### config.mk
export PLATFORM = sky130hd
export DESIGN_NAME = fios_bram_sequencer
export DESIGN_NICKNAME = d
export VERILOG_FILES = /design/src/rtl/fios_bram_sequencer.sv
export SDC_FILE = /design/constraint.sdc
export NUM_CORES = 1
export LEC_CHECK = 0
export ABC_AREA = 1
export BUFFER_PORTS_ARGS = -buffer_cell sky130_fd_sc_hd__buf_2
export CELL_PAD_IN_SITES_DETAIL_PLACEMENT = 1
export CELL_PAD_IN_SITES_GLOBAL_PLACEMENT = 2
export CORE_MARGIN = 2
export CORE_UTILIZATION = 29
export DETAILED_ROUTE_END_ITERATION = 10
export PLACE_DENSITY_LB_ADDON = 0.08
export SYNTH_ARGS = -nofsm -noshare
export SYNTH_HDL_FRONTEND = slang
export SYNTH_SLANG_ARGS = --single-unit
### constraint.sdc
create_clock -name clock_i -period 2.5 [get_ports clock_i]
set_input_delay 0.25 -clock clock_i [delete_from_list [all_inputs] [get_ports clock_i]]
set_output_delay 0.25 -clock clock_i [all_outputs]
set_load 0.02 [all_outputs]
### src/rtl/fios_bram_sequencer.sv
// Loads FIOS operands into port A of the shared BRAM, launches the multiplier, and streams the result limbs back out.
// Latency: one write per accepted limb; SETTLE cycles from load to start; 4 cycles per result limb plus consumer stalls.
// Backpressure: op_ready_o is high for the whole load phase; a result limb is held until res_ready_i.
//
// Ports: clock_i/reset_n_i (async active-low); op_* operand limb stream in (n[0..S-1], n'0, X, Y);
//        bram_* port A (byte address, 32-bit data, 4-bit write enable, 2-cycle read latency);
//        fios_reset_o/fios_start_o/fios_done_i drive the FIOS core; res_* result limb stream out;
//        busy_o is high outside IDLE/LOAD; err_timeout_o is a sticky WAIT timeout flag.
// Optional feature: define FIOS_SEQ_TIMEOUT_EN to bound WAIT to TIMEOUT cycles.
module fios_bram_sequencer #(
    parameter int WIDTH   = 256,
    parameter int S       = (WIDTH + 1) / 17 + 1,
    parameter int SETTLE  = 100,
    parameter int TIMEOUT = 8192
) (
    input  logic        clock_i,
    input  logic        reset_n_i,
    input  logic        op_valid_i,
    output logic        op_ready_o,
    input  logic [16:0] op_data_i,
    output logic [31:0] bram_addr_o,
    output logic [31:0] bram_din_o,
    output logic [3:0]  bram_we_o,
    input  logic [31:0] bram_dout_i,
    output logic        fios_reset_o,
    output logic        fios_start_o,
    input  logic        fios_done_i,
    output logic        res_valid_o,
    input  logic        res_ready_i,
    output logic [16:0] res_data_o,
    output logic        res_last_o,
    output logic        busy_o,
    output logic        err_timeout_o
);
    localparam int NW = 3 * S + 1;
    localparam int KW = $clog2(NW + 1);
    localparam int SW = $clog2(SETTLE + 1);

    typedef enum logic [2:0] {
        ST_IDLE, ST_LOAD, ST_SETTLE, ST_START, ST_WAIT, ST_RADDR, ST_RLAT, ST_ROUT
    } state_t;

    state_t        state_q, state_d;
    logic [KW-1:0] k_q, k_d;          // next operand word to write
    logic [KW-1:0] i_q, i_d;          // result limb being read back
    logic [KW-1:0] widx_q, widx_d;    // word index driven on port A
    logic [SW-1:0] settle_q, settle_d;
    logic          lat_q, lat_d;
    logic          wait_arm_q, wait_arm_d;  // low in the first WAIT cycle to mask a stale done
    logic          op_ready_q, op_ready_d;
    logic [16:0]   din_q, din_d;
    logic          we_q, we_d;
    logic          freset_q, freset_d;
    logic          start_q, start_d;
    logic          res_valid_q, res_valid_d;
    logic [16:0]   res_data_q, res_data_d;
    logic          res_last_q, res_last_d;
    logic          busy_q, busy_d;
    logic          err_q, err_d;

    // Only the low 17 bits of a BRAM word carry a limb.
    logic unused_dout_hi;
    assign unused_dout_hi = ^bram_dout_i[31:17];

`ifdef FIOS_SEQ_TIMEOUT_EN
    localparam int TW = $clog2(TIMEOUT + 1);
    logic [TW-1:0] tmo_q, tmo_d;
`else
    logic unused_tmo_cfg;
    assign unused_tmo_cfg = (TIMEOUT > 0);
`endif

    always_comb begin
        state_d     = state_q;
        k_d         = k_q;
        i_d         = i_q;
        widx_d      = widx_q;
        settle_d    = settle_q;
        lat_d       = lat_q;
        wait_arm_d  = wait_arm_q;
        op_ready_d  = op_ready_q;
        din_d       = din_q;
        we_d        = 1'b0;
        freset_d    = freset_q;
        start_d     = 1'b0;
        res_valid_d = res_valid_q;
        res_data_d  = res_data_q;
        res_last_d  = res_last_q;
        err_d       = err_q;
`ifdef FIOS_SEQ_TIMEOUT_EN
        tmo_d       = tmo_q;
`endif
        case (state_q)
            ST_IDLE: begin
                state_d    = ST_LOAD;
                k_d        = '0;
                op_ready_d = 1'b1;
                freset_d   = 1'b1;
            end
            ST_LOAD: begin
                if (op_valid_i && op_ready_q) begin
                    widx_d = k_q;
                    din_d  = op_data_i;
                    we_d   = 1'b1;
                    k_d    = k_q + 1'b1;
                    err_d  = 1'b0;
                    // Last word: its write goes out on this edge, ready drops with it.
                    if (k_q == KW'(NW - 1)) begin
                        state_d    = ST_SETTLE;
                        op_ready_d = 1'b0;
                        freset_d   = 1'b0;
                        settle_d   = '0;
                    end
                end
            end
            ST_SETTLE: begin
                if (settle_q == SW'(SETTLE - 1)) begin
                    state_d = ST_START;
                    start_d = 1'b1;
                end else begin
                    settle_d = settle_q + 1'b1;
                end
            end
            ST_START: begin
                state_d    = ST_WAIT;
                wait_arm_d = 1'b0;
`ifdef FIOS_SEQ_TIMEOUT_EN
                tmo_d      = '0;
`endif
            end
            ST_WAIT: begin
                wait_arm_d = 1'b1;
                if (wait_arm_q && fios_done_i) begin
                    state_d = ST_RADDR;
                    i_d     = '0;
                    widx_d  = '0;
                end
`ifdef FIOS_SEQ_TIMEOUT_EN
                else if (tmo_q == TW'(TIMEOUT - 1)) begin
                    state_d  = ST_IDLE;
                    freset_d = 1'b1;
                    err_d    = 1'b1;
                end else begin
                    tmo_d = tmo_q + 1'b1;
                end
`endif
            end
            ST_RADDR: begin
                state_d = ST_RLAT;
                lat_d   = 1'b0;
            end
            ST_RLAT: begin
                // Address went out in RADDR; data is on the bus in the second RLAT cycle.
                if (lat_q) begin
                    state_d     = ST_ROUT;
                    res_data_d  = bram_dout_i[16:0];
                    res_valid_d = 1'b1;
                    res_last_d  = (i_q == KW'(S - 1));
                end else begin
                    lat_d = 1'b1;
                end
            end
            ST_ROUT: begin
                if (res_ready_i) begin
                    res_valid_d = 1'b0;
                    res_last_d  = 1'b0;
                    if (res_last_q) begin
                        state_d  = ST_IDLE;
                        freset_d = 1'b1;
                    end else begin
                        state_d = ST_RADDR;
                        i_d     = i_q + 1'b1;
                        widx_d  = i_q + 1'b1;
                    end
                end
            end
            default: state_d = ST_IDLE;
        endcase
        busy_d = !((state_d == ST_IDLE) || (state_d == ST_LOAD));
    end

    always_ff @(posedge clock_i or negedge reset_n_i) begin
        if (!reset_n_i) begin
            state_q     <= ST_IDLE;
            k_q         <= '0;
            i_q         <= '0;
            widx_q      <= '0;
            settle_q    <= '0;
            lat_q       <= 1'b0;
            wait_arm_q  <= 1'b0;
            op_ready_q  <= 1'b0;
            din_q       <= '0;
            we_q        <= 1'b0;
            freset_q    <= 1'b1;
            start_q     <= 1'b0;
            res_valid_q <= 1'b0;
            res_data_q  <= '0;
            res_last_q  <= 1'b0;
            busy_q      <= 1'b0;
        end else begin
            state_q     <= state_d;
            k_q         <= k_d;
            i_q         <= i_d;
            widx_q      <= widx_d;
            settle_q    <= settle_d;
            lat_q       <= lat_d;
            wait_arm_q  <= wait_arm_d;
            op_ready_q  <= op_ready_d;
            din_q       <= din_d;
            we_q        <= we_d;
            freset_q    <= freset_d;
            start_q     <= start_d;
            res_valid_q <= res_valid_d;
            res_data_q  <= res_data_d;
            res_last_q  <= res_last_d;
            busy_q      <= busy_d;
        end
    end

`ifdef FIOS_SEQ_TIMEOUT_EN
    always_ff @(posedge clock_i or negedge reset_n_i) begin
        if (!reset_n_i) begin
            tmo_q <= '0;
            err_q <= 1'b0;
        end else begin
            tmo_q <= tmo_d;
            err_q <= err_d;
        end
    end
`else
    assign err_q = 1'b0;
`endif

    assign op_ready_o    = op_ready_q;
    assign bram_addr_o   = {{(30 - KW){1'b0}}, widx_q, 2'b00};
    assign bram_din_o    = {15'b0, din_q};
    assign bram_we_o     = {4{we_q}};
    assign fios_reset_o  = freset_q;
    assign fios_start_o  = start_q;
    assign res_valid_o   = res_valid_q;
    assign res_data_o    = res_data_q;
    assign res_last_o    = res_last_q;
    assign busy_o        = busy_q;
    assign err_timeout_o = err_q;

endmodule

==> results of run 1 <==
## synthesized netlist by cell type (all sizes together)
| cell type | count | area share (%) |
|---|---|---|
| a21oi | 8 | 1.5 |
| clkbuf | 1 | 0.10 |
| o21ai | 19 | 2.8 |
| o21bai | 3 | 0.61 |
| or2 | 1 | 0.17 |
| buf | 55 | 11 |
| ha | 4 | 1.4 |
| inv | 31 | 3.2 |
| nand2 | 204 | 22 |
| nor2 | 24 | 2.9 |
| dfrtp | 70 | 48 |
| nand4 | 8 | 1.4 |
| o22ai | 1 | 0.17 |
| xor2 | 1 | 0.24 |
| nand3 | 23 | 3.4 |
| dfstp | 1 | 0.71 |
| o31ai | 1 | 0.20 |
| nor3 | 1 | 0.14 |
| conb | 1 | 0.10 |
| xnor2 | 1 | 0.24 |
| and3 | 1 | 0.17 |
## per-layer routing
metal,GRT usage [%],vias up,part of all wire [%]
met3,4.36,12,6.3
met1,18.8,1442,47
met2,21.7,79,44
met4,6.82,0,2.1
li1,-,1516,-
met5,0,-,0
## final cells by class
cell class	count	area, sq um
clock inverter	1	5.00
clock buffer	14	254
inverter	31	119
timing repair buffer	91	480
sequential	71	1780
tap	172	215
multi-input combinational	342	1520
fill	1609	8150
## stage by stage
stage	area (sq um)	total power [uW]	setup slack (ps)
3_3_place_gp	4100	3420	577
3_5_place_dp	4100	3450	551
4_1_cts	4370	4670	535
2_1_floorplan	3830	2960	1090
5_1_grt	4370	4960	405
6_report	4370	4570	640
## worst max-delay path: cells and delay by family (launching register included)
family                 cells  cell delay [ps]
DFF                        1              520
buffers and inverters      3              630
and+or+nand+nor            4              640
## cell families after synthesis
kind of cell	count (synthesis)	share of synthesized area, %
and+or+nand+nor	262	29.8
DFF	71	48.3
adders and majority gates	4	1.36
xor gates and xnor gates	2	0.476
other	1	0.102
buffers and inverters	87	14.7
AOI/OAI and AO/OA	32	5.27
## where the power goes
group | leakage, uW | internal (uW) | switching [uW] | total, uW
combinational | 0.00141 | 521 | 1160 | 1680
sequential | 0.000911 | 1480 | 231 | 1720
clock | 0.000127 | 693 | 477 | 1170
total | 0.00245 | 2700 | 1870 | 4570
## sequential cells by signal (all words and copies together), names as in the netlist, 3 cells and up
register	cells
res_data_o	17
widx_q	6
k_q	6
din_q	17
i_q	6
state_q	3
settle_q	7
## worst min-delay path by stage
stage / slack (ps) / from / end
after floorplan: -50 / reset_n_i / busy_o
after global placement: 240 / reset_n_i / settle_q[3]
after detailed placement: 240 / reset_n_i / settle_q[3]
after CTS: 90 / op_data_i[1] / din_q[1]
after global routing: 100 / op_data_i[3] / din_q[3]
final: 100 / op_data_i[1] / din_q[1]
## placed cells by master (no fill, tap or decap), drive strengths merged
master / netlist / routed
xor2: 1 / 1
o21ai: 19 / 19
a21oi: 8 / 8
nor3: 1 / 1
clkinv: 0 / 1
nand4: 8 / 8
dlygate4sd3: 0 / 1
inv: 31 / 31
xnor2: 1 / 1
dfrtp: 70 / 70
conb: 1 / 42
o21bai: 3 / 3
nor2: 24 / 24
or2: 1 / 1
nand2: 204 / 204
dfstp: 1 / 1
ha: 4 / 4
clkbuf: 1 / 14
o31ai: 1 / 1
o22ai: 1 / 1
buf: 55 / 90
and3: 1 / 1
nand3: 23 / 23
==> flow_metrics.env, run 1 <==
export IMPL_outcome="completed"
export IMPL_stdcell_count=722
export IMPL_worstPathRequired_ps=2780
export IMPL_crit_end="busy_o"
export IMPL_final_nets=604
export IMPL_post_cts_buffers=0
export IMPL_grt_pass1_vias=2964
export IMPL_dr_first_iter_drc_count=124
export IMPL_wire_per_inst_um=12.6
export IMPL_port_buffers=88
export IMPL_firstDrtPassIters=4
export IMPL_htree_levels=3
export IMPL_worstPathMaxFanout=22
export IMPL_routed_wl_mm=9.07
export IMPL_synth_cell_types=34
export IMPL_worstHoldPathType="in -> reg"
export IMPL_synth_area_sq_mm=0.00368
export IMPL_drc_errors=0
export IMPL_cp_cell_sequence="inv_4, nand3_2, inv_2, nand2_4, inv_2, nand3_1, nand3_1"
export IMPL_clock_root_buffer="clkbuf_16"
export IMPL_numCtsBuffers=9
export IMPL_grt_usage_pct=14.4
export IMPL_cts_max_path_buffers=2
export IMPL_slew_viol_final=0
export IMPL_min_path_cells=3
export IMPL_routabilityCongestion=0.760
export IMPL_reg2regPathDepth=7
export IMPL_syn_instance_count=459
export IMPL_viasPerCell=4.22
export IMPL_yosysWarnings=0
export IMPL_critPathMaxStageDelay_ps=520
export IMPL_rr_endpoint="busy_o"
export IMPL_die_area_sq_mm=0.0136
export IMPL_hold_viol_final=0
export IMPL_core_area_sq_mm=0.0125
export IMPL_fin_crit_ps=1860
export IMPL_critPathLaunch="state_q[2]"
export IMPL_maxCapViolations=0
export IMPL_dp_hpwl_mm=6.56
export IMPL_cts_resized=0
export IMPL_drive_gt1_share_pct=23.1
export IMPL_r2r_slack_ps=640
export IMPL_seq_area_frac_synth_pct=48.3
export IMPL_grt_max_degree=39
export IMPL_cp_slowest_cell="dfrtp_1"
export IMPL_crit_reg2reg_launch="state_q[2]"
export IMPL_start_util_pct=29.4
export IMPL_fmax_ghz=0.538
export IMPL_crit_path_end_kind="flip-flop"
export IMPL_antenna_found_initial=0
export IMPL_start_kind="flip-flop"
export IMPL_critPathKind="reg -> reg"
export IMPL_area_growth_syn_to_layout_pct=18.7
export IMPL_die_w_um=117
export IMPL_cts_tree="yes"
export IMPL_boundaryPins=146
export IMPL_clock_latency_ps=340
export IMPL_rsz0062_at_grt="no"
export IMPL_clkTransAtPathRegs_ps=50
export IMPL_synth_seq_cells=71
export IMPL_grt_pass1_wl_mm=14.9
export IMPL_cts_sinks=71
export IMPL_postRouteAntennaNets=0
export IMPL_fin_crit_sh_pct=74.4
export IMPL_finalSetupViolCount=0
export IMPL_grt_overflow=0
export IMPL_arrival_ps=2140
export IMPL_powerDensity_mw_per_mm2=1050
export IMPL_synth_avg_cell_area_sq_um=8.02
export IMPL_die_h_um=117
export IMPL_dp_cells=706
export IMPL_finClkSkew_ps=3.76
export IMPL_final_core_util_pct=34.9
export IMPL_hold_buffers=1
export IMPL_whs_ps=98.2
export IMPL_ir_worst_vdd_uv=321
export IMPL_vias=3049
export IMPL_diodes=0
export IMPL_fin_tns_setup_ps=0
export IMPL_leakage_uw=0.00245
export IMPL_num_rows=41
Note: power is estimated with default switching activity, not from simulation.
==> inputs of run 2 (changes only) <==
--- a/config.mk
+++ b/config.mk
@@ -5,12 +5,12 @@
 export SDC_FILE = /design/constraint.sdc
 export NUM_CORES = 1
 export LEC_CHECK = 0
-export ABC_AREA = 1
+export ABC_AREA = 0
 export BUFFER_PORTS_ARGS = -buffer_cell sky130_fd_sc_hd__buf_2
 export CELL_PAD_IN_SITES_DETAIL_PLACEMENT = 1
 export CELL_PAD_IN_SITES_GLOBAL_PLACEMENT = 2
 export CORE_MARGIN = 2
-export CORE_UTILIZATION = 29
+export CORE_UTILIZATION = 30
 export DETAILED_ROUTE_END_ITERATION = 10
 export PLACE_DENSITY_LB_ADDON = 0.08
 export SYNTH_ARGS = -nofsm -noshare
==> constraint.sdc (replaced) <==
create_clock -name clock_i -period 1.9 [get_ports clock_i]
set_input_delay 0.19 -clock clock_i [delete_from_list [all_inputs] [get_ports clock_i]]
set_output_delay 0.19 -clock clock_i [all_outputs]
set_load 0.02 [all_outputs]
==> run 2 against run 1 <==
  * Wire length is 8.3% lower
  * Sequential cell count stayed put
  * Clock power is 57% higher
  * Clock skew is 3.9 ps higher
  * Via count is 18% lower
  * Critical path depth is 1 lower
  * Sequential power is 20% higher
  * Synthesized area is 1.6% lower
==> flow_metrics.env, run 2 <==
export IMPL_outcome="completed"
export IMPL_cts_resized=0
export IMPL_drive_gt1_share_pct=41.4
export IMPL_hold_viol_final=0
export IMPL_firstDrtPassIters=4
export IMPL_routed_wl_mm=8.31
export IMPL_grt_pass1_vias=2598
export IMPL_leakage_uw=0.00226
export IMPL_fin_area_sq_mm=0.00449
export IMPL_clkTransAtPathRegs_ps=60
export IMPL_cts_max_path_buffers=2
export IMPL_start_util_pct=30.4
export IMPL_final_nets=473
export IMPL_diodes=0
export IMPL_area_growth_syn_to_layout_pct=24.0
export IMPL_yosys_area_share_simple_pct=12.0
export IMPL_synth_avg_cell_area_sq_um=11.6
export IMPL_num_rows=40
export IMPL_final_cell_mix="buf_2, dfrtp_1, conb_1, mux2_2, buf_4"
export IMPL_grt_overflow=0
export IMPL_die_area_sq_mm=0.0130
export IMPL_boundaryPins=146
export IMPL_grt_pass1_wl_mm=13.3
export IMPL_layout_commonest_cell="buf_2"
export IMPL_htree_levels=3
export IMPL_dpl_cell_area_sq_mm=0.00415
export IMPL_fmax_ghz=0.562
export IMPL_post_cts_buffers=0
export IMPL_dr_first_iter_drc_count=132
export IMPL_yosysMostFrequentCell="dfrtp_1"
export IMPL_wire_per_inst_um=14.7
export IMPL_crit_path_end_kind="flip-flop"
export IMPL_clock_latency_ps=330
export IMPL_viasPerCell=4.44
export IMPL_seq_area_sq_mm=0.00178
export IMPL_ys_async_sr_fraction_pct=100
export IMPL_antenna_found_initial=0
export IMPL_drc_errors=0
export IMPL_maxCapViolations=0
export IMPL_synth_area_sq_mm=0.00362
export IMPL_arrival_ps=1990
export IMPL_synthMuxAreaShare_pct=13.8
export IMPL_clock_root_buffer="clkbuf_16"
export IMPL_worstHoldPathType="in -> reg"
export IMPL_cts_tree="yes"
export IMPL_n_fill_cell=1365
export IMPL_numCtsBuffers=9
export IMPL_synth_seq_cells=71
export IMPL_synth_cell_types=51
export IMPL_multiInputGateArea_sq_mm=0.00154
export IMPL_vias=2515
export IMPL_slew_viol_final=0
export IMPL_worstPathRequired_ps=2110
export IMPL_rsz0062_at_grt="no"
export IMPL_routabilityCongestion=0.758
export IMPL_yosys_top_cells_count="dfrtp_1, buf_4, mux2_2, nand2_1, nor2_1"
export IMPL_total_power_uw=5890
export IMPL_ys_flop_type="dfrtp_1"
export IMPL_fin_crit_sh_pct=93.6
export IMPL_synth_xor_area_share_pct=2.66
export IMPL_seq_area_frac_synth_pct=49.1
export IMPL_yosysWarnings=0
export IMPL_synth_compound_area_share_pct=8.40
export IMPL_synth_adder_area_share_pct=1.38
export IMPL_ir_worst_vdd_uv=649
export IMPL_netlist_top_cells_area="dfrtp_1, mux2_2, buf_4, mux2_4, nand2_1"
export IMPL_powerDensity_mw_per_mm2=1310
export IMPL_cp_cell_sequence="inv_1, ha_1, nor4bb_2, and4_1, nor2_2, mux2_4"
export IMPL_synth_top_cell_area_share_pct=48.4
export IMPL_port_buffers=88
export IMPL_synth_edf_count=0
export IMPL_path_buf_inv=1
export IMPL_fin_crit_ps=1780
export IMPL_pre_cts_ws_ps=108
export IMPL_die_w_um=114
export IMPL_synth_top_family_by_area="multiplexers"
export IMPL_grt_usage_pct=13.3
export IMPL_finClkSkew_ps=7.66
export IMPL_yosys_area_top_type="dfrtp_1"
export IMPL_syn_instance_count=312
export IMPL_grt_max_degree=72
export IMPL_start_kind="flip-flop"
export IMPL_critPathKind="reg -> reg"
export IMPL_whs_ps=91.2
export IMPL_die_h_um=114
export IMPL_finalWorstSetupSlack_ps=122
export IMPL_postRouteAntennaNets=0
export IMPL_cp_slowest_cell="dfrtp_1"
export IMPL_worstPathMaxFanout=4
export IMPL_core_area_sq_mm=0.0119
export IMPL_critPathMaxStageDelay_ps=410
export IMPL_cts_sinks=71
export IMPL_dp_hpwl_mm=6.08
export IMPL_finalSetupViolCount=0
export IMPL_hold_buffers=1
export IMPL_fin_tns_setup_ps=0
export IMPL_critPathTopFamily="simple AND/OR/NAND/NOR gates"
==> run 2: cell type report <==
class                      instances  share of cell area, %
clock buffer                      11                   5.41
clock inverter                     5                   1.81
inverter                           7                  0.586
multi-input combinational        216                   34.4
sequential                        71                   39.6
tap                              147                   4.10
timing repair buffer             110                   14.1
==> run 2: power by group <==
| group | internal [uW] | total [uW] | leakage, uW | switching (uW) |
|---|---|---|---|---|
| sequential | 1840 | 2070 | 0.000861 | 232 |
| combinational | 904 | 1980 | 0.00124 | 1080 |
| clock | 1190 | 1840 | 0.000156 | 650 |
| total | 3930 | 5890 | 0.00226 | 1960 |
==> run 2: worst reg2reg max path: cells and delay by family (launching register included) <==
kind	cells	cell delay, ps
buf+inv	1	90
flops	1	410
fa+ha+maj	1	150
mux	1	260
simple gates	3	770
==> run 2: final timing paths <==
check	startpoint	endpoint	slack (ps)	cells past startpoint
worst max register to register	k_q[1]	settle_q[0]	120	6
min in group asynchronous	reset_n_i	i_q[2]	390	3
worst min-delay path	op_data_i[1]	din_q[1]	90	2
max in group asynchronous	reset_n_i	settle_q[3]	1130	3
worst max-delay path	k_q[1]	settle_q[0]	120	6
worst min register to register	res_valid_o	res_valid_o	490	2
==> run 2: stage by stage <==
| step | instances | utilization (%) |
|---|---|---|
| 6_report | 567 | 37.7 |
| 5_1_grt | 567 | 37.7 |
| 4_1_cts | 567 | 37.7 |
| 3_5_place_dp | 550 | 34.9 |
| 3_3_place_gp | 550 | 34.9 |
| 2_1_floorplan | 353 | - |
==> run 2: logic make-up (layout without fill, tap and decap cells) <==
kind of cell,after synthesis,count (layout)
buffers and inverters,66,133
other,1,42
DFF,71,71
adders and majority gates,4,4
xor gates and xnor gates,11,11
muxes,42,42
and+or+nand+nor,76,76
AOI/OAI and AO/OA,41,41
==> run 2: layer usage <==
layer / vias to the layer above / GRT usage, % / part of all wire [%]
li1: 1205 / - / -
met1: 1224 / 16.4 / 44
met2: 75 / 21.5 / 49
met3: 11 / 4.41 / 5.5
met4: 0 / 5.20 / 2.1
met5: - / 0 / 0
